--- config.mk ---
export PLATFORM = sky130hd
export DESIGN_NAME = pipeline_ctl
export DESIGN_NICKNAME = d
export VERILOG_FILES = /design/src/rtl/pipeline_ctl.sv
export SDC_FILE = /design/constraint.sdc
export NUM_CORES = 1
export LEC_CHECK = 0
export ABC_AREA = 1
export BUFFER_PORTS_ARGS = -buffer_cell sky130_fd_sc_hd__clkbuf_2
export CAP_MARGIN = 20
export CORE_MARGIN = 3
export CORE_UTILIZATION = 35
export CTS_CLUSTER_DIAMETER = 40
export CTS_CLUSTER_SIZE = 30
export DETAILED_ROUTE_END_ITERATION = 16
export SYNTH_ARGS = -nofsm -noshare
export SYNTH_HDL_FRONTEND = slang
export SYNTH_SLANG_ARGS = --single-unit
--- constraint.sdc ---
create_clock -name clk -period 3.5 [get_ports clk]
set_clock_uncertainty 0.15 [all_clocks]
set_input_delay 0.7 -clock clk [delete_from_list [all_inputs] [get_ports clk]]
set_output_delay 0.7 -clock clk [all_outputs]
set_load 0.05 [all_outputs]
--- src/rtl/pipeline_ctl.sv ---
// Pipeline control for a 5-stage core: start-up sequencing, stall/flush
// steering, and a halt sequence that drains the pipe before stopping.
module pipeline_ctl #(
    parameter int COUNTERSIZE = 3,
    parameter int STAGEMAX    = 5,
    parameter int DRAINCYCLES = 4
) (
    input  logic                   clk,
    input  logic                   rst,
    input  logic                   stall,
    input  logic                   branch_taken,
    input  logic                   halt,
    output logic [COUNTERSIZE-1:0] stage,
    output logic                   pc_write,
    output logic                   ifid_write,
    output logic                   ifid_flush,
    output logic                   idex_flush,
    output logic                   exmem_flush,
    output logic                   halted
);

    localparam int DW = (DRAINCYCLES > 1) ? $clog2(DRAINCYCLES) : 1;
    localparam logic [COUNTERSIZE-1:0] STAGE_SAT  = COUNTERSIZE'(STAGEMAX);
    localparam logic [DW-1:0]          DRAIN_LOAD = DW'(DRAINCYCLES - 1);

    typedef enum logic [1:0] {
        IDLE,
        RUN,
        DRAIN,
        HALTED
    } state_t;

    state_t                 state_q, state_d;
    logic [COUNTERSIZE-1:0] stage_q, stage_d;
    logic [DW-1:0]          drain_q, drain_d;
    logic                   stall_eff;

    // The hazard unit's stall is meaningless until the pipe holds two instructions.
    assign stall_eff = stall && (stage_q > COUNTERSIZE'(1));
    assign stage     = stage_q;

    always_comb begin
        // NOTE: every signal gets a default first so no path leaves it unassigned (no latch).
        state_d = state_q;
        drain_d = drain_q;
        stage_d = (stage_q == STAGE_SAT) ? stage_q : stage_q + COUNTERSIZE'(1);
        unique case (state_q)
            IDLE: state_d = RUN;
            RUN: begin
                if (!branch_taken && !stall_eff && halt) begin
                    state_d = DRAIN;
                    drain_d = DRAIN_LOAD;
                end
            end
            DRAIN: begin
                // A taken branch here is older than the halt, so the halt was wrong-path.
                if (branch_taken) begin
                    state_d = RUN;
                    drain_d = '0;
                end else if (drain_q == '0) begin
                    state_d = HALTED;
                end else begin
                    drain_d = drain_q - DW'(1);
                end
            end
            HALTED: state_d = HALTED;
            default: state_d = IDLE;
        endcase
    end

    always_ff @(posedge clk or posedge rst) begin
        // NOTE: sequential state uses non-blocking assignments so all registers update together.
        if (rst) begin
            state_q <= IDLE;
            stage_q <= '0;
            drain_q <= '0;
        end else begin
            state_q <= state_d;
            stage_q <= stage_d;
            drain_q <= drain_d;
        end
    end

    always_comb begin
        pc_write    = 1'b0;
        ifid_write  = 1'b0;
        ifid_flush  = 1'b0;
        idex_flush  = 1'b0;
        exmem_flush = 1'b0;
        halted      = 1'b0;
        unique case (state_q)
            IDLE: ;
            RUN, DRAIN: begin
                if (branch_taken) begin
                    pc_write    = 1'b1;
                    ifid_write  = 1'b1;
                    ifid_flush  = 1'b1;
                    idex_flush  = 1'b1;
                    exmem_flush = 1'b1;
                end else if (state_q == DRAIN || halt && !stall_eff) begin
                    ifid_write = 1'b1;
                    ifid_flush = 1'b1;
                end else if (stall_eff) begin
                    idex_flush = 1'b1;
                end else begin
                    pc_write   = 1'b1;
                    ifid_write = 1'b1;
                end
            end
            HALTED: halted = 1'b1;
            default: ;
        endcase
    end

endmodule

==> results.json <==
{
  "status": "finished, final reports clean",
  "period_needed_ps": 2540,
  "firstDrtPassIters": 2,
  "dpl.hpwl_um": 749,
  "setup_violations": 0,
  "cts_buffers": 3,
  "drc": 0,
  "place_inst": 98,
  "switching_share_pct": 58.7,
  "hold_viol": 0,
  "clk_latency_ps": 250,
  "htreeDepth": 1,
  "min_period_over_period_pct": 72.7,
  "worstSetupStartpointType": "flop",
  "p_comb_share_pct": 69.2,
  "fin_nets": 99,
  "cts_tree": "built",
  "antenna_found_initial": 0,
  "pwr-share-seq_pct": 19.7,
  "yosys.area.top_type": "dfrtp_1",
  "place_ws_ps": 1130,
  "start_util_pct": 39.1,
  "placedInstanceArea_um2": 618,
  "num_vias": 450,
  "coreArea_um2": 1370,
  "drtIter0Drc": 4,
  "synth_nets": 81,
  "clock-sinks": 7,
  "critPathRequiredTime_ps": 2650,
  "rsz0062_at_grt": "no",
  "num_rows": 13,
  "fp.dieH_um": 45.1,
  "r2r-start": "state_q[0]",
  "drive_gt1_share_pct": 28.7,
  "grt.total_usage_pct": 11.1,
  "synthTopCellsByArea": "dfrtp_1 33%, ha_1 14%, nand2_1 13%",
  "synth.avg_cell_area_um2": 7.63,
  "grt_overflow": 0,
  "die_w_um": 45.1,
  "synth_enable_flop_cells": 0,
  "fin_ws_ps": 955,
  "synth_cells": 70,
  "wl_per_cell_um": 8.78,
  "finalMaxSlewViolations": 0,
  "startpoint": "stage[0]",
  "fin_util_pct": 47.3,
  "worst-setup-path-type": "flop to primary output",
  "cts.clk_slew.worst_paths_ps": 60,
  "internal-power_uw": 266,
  "holdBufCountCts": 0,
  "crit_arrival_ps": 1690,
  "cts_buffer_depth": 2,
  "area_delta_synth_final_pct": 20.8,
  "ir_worst_vdd_uv": 374,
  "holdWs_ps": 198,
  "via_per_inst": 4.41,
  "ios": 14,
  "cts_root_buf": "clkbuf_4",
  "synth_seq_area_share_pct": 32.8,
  "grt_pass1_vias": 394,
  "ys_dominant_reg_cell": "dfrtp_1",
  "drv_cap": 0,
  "synth_common_cells": "18 x nand2_1, 11 x inv_1, 7 x dfrtp_1, 6 x ha_1, 6 x nor2_1",
  "synth_cell_types": 16,
  "power_density_nw_per_um2": 998,
  "routed_wl_um": 896,
  "synth_async_sr_flop_share_pct": 100,
  "place_congestion": 0.735,
  "grt_max_degree": 9,
  "cts.repair.resized": 0,
  "diodes": 0,
  "power_leakage_nw": 0.376,
  "worst_pin_slew_ps": 280,
  "cp-end-kind": "primary output",
  "final_cell_area_um2": 646,
  "final_antenna_net_count": 0,
  "tns_ps": 0,
  "clkPwrFrac_pct": 11.2,
  "path_max_fanout": 5,
  "syn_area_um2": 534,
  "fin_cells": 102,
  "dieArea_um2": 2030,
  "cts_post_setup_buffers_inserted": 0,
  "power_uw": 644,
  "fmax_mhz": 393,
  "ys_seq_elements": 7,
  "yosysWarnings": 0,
  "grt_pass1_wl_um": 1640,
  "io_buffers": 13,
  "synth_top_area_share_pct": 32.8,
  "p_switching_uw": 378,
  "synth.most_common_cell": "nand2_1",
  "slew_headroom_pct": 81.4,
  "hold_path_class": "primary input to async pin"
}
==> cell type report <==
class,count,area (um2)
clock inverter,1,5.00
clock buffer,3,22.5
fill,153,721
timing repair buffer,13,65.1
multi-input combinational,50,310
inverter,13,48.8
tap,15,18.8
sequential,7,175
==> final timing paths <==
check / endpoint / slack (ps) / cells after the start
min reg2reg: drain_q[1] / 320 / 2
min: stage[0] / 200 / 2
max reg2reg: drain_q[0] / 2010 / 7
max in group asynchronous: state_q[0] / 2790 / 2
max: pc_write / 960 / 7
min in group clk: drain_q[1] / 320 / 2
==> flip-flops by register name (all words and copies together) (netlist names) <==
name / flops
stage: 3
state_q: 2
drain_q: 2
==> metal layers <==
| layer | global-route usage (%) | routed length (um) | vias to the layer above |
|---|---|---|---|
| met5 | 0 | 0 | - |
| met1 | 14.0 | 464 | 183 |
| met4 | 7.02 | 14 | 0 |
| met3 | 2.79 | 57 | 2 |
| met2 | 16.7 | 358 | 12 |
| li1 | - | - | 253 |
==> cells in the final DEF, fill, tap and decap left out, drive strengths merged <==
master   n
xnor2    1
o21ai    5
inv     13
nand3    7
clkbuf  16
clkinv   1
nand2   21
xor2     1
nor2     6
dfrtp    7
ha       6
a21oi    3
==> critical path, cell delays in order, from the launching register on <==
cell and delay [ps]:
dfrtp_1 440, ha_1 250, nand2_2 90, nand3_4 100, a21oi_2 150, nand3_1 90
nand2_1 60, clkbuf_2 270
==> cells by family (layout without fill, tap and decap cells) <==
kind of cell	Yosys count	after routing	synth area share [%]
AO/OA/AOI/OAI	8	8	8.20
XOR/XNOR	2	2	3.28
adder cells (fa/ha/maj)	6	6	14.1
buffers and inverters	13	30	9.13
flip-flops	7	7	32.8
AND/OR/NAND/NOR	34	34	32.5
==> power groups by stage <==
stage,combinational (mW),clock (mW),sequential [mW]
2_1_floorplan,0.371,0,0.123
3_3_place_gp,0.447,0,0.128
3_5_place_dp,0.447,0,0.128
4_1_cts,0.449,0.0765,0.127
5_1_grt,0.497,0.0838,0.129
6_report,0.446,0.0720,0.127
No activity file was read; power rests on OpenSTA's default activity.
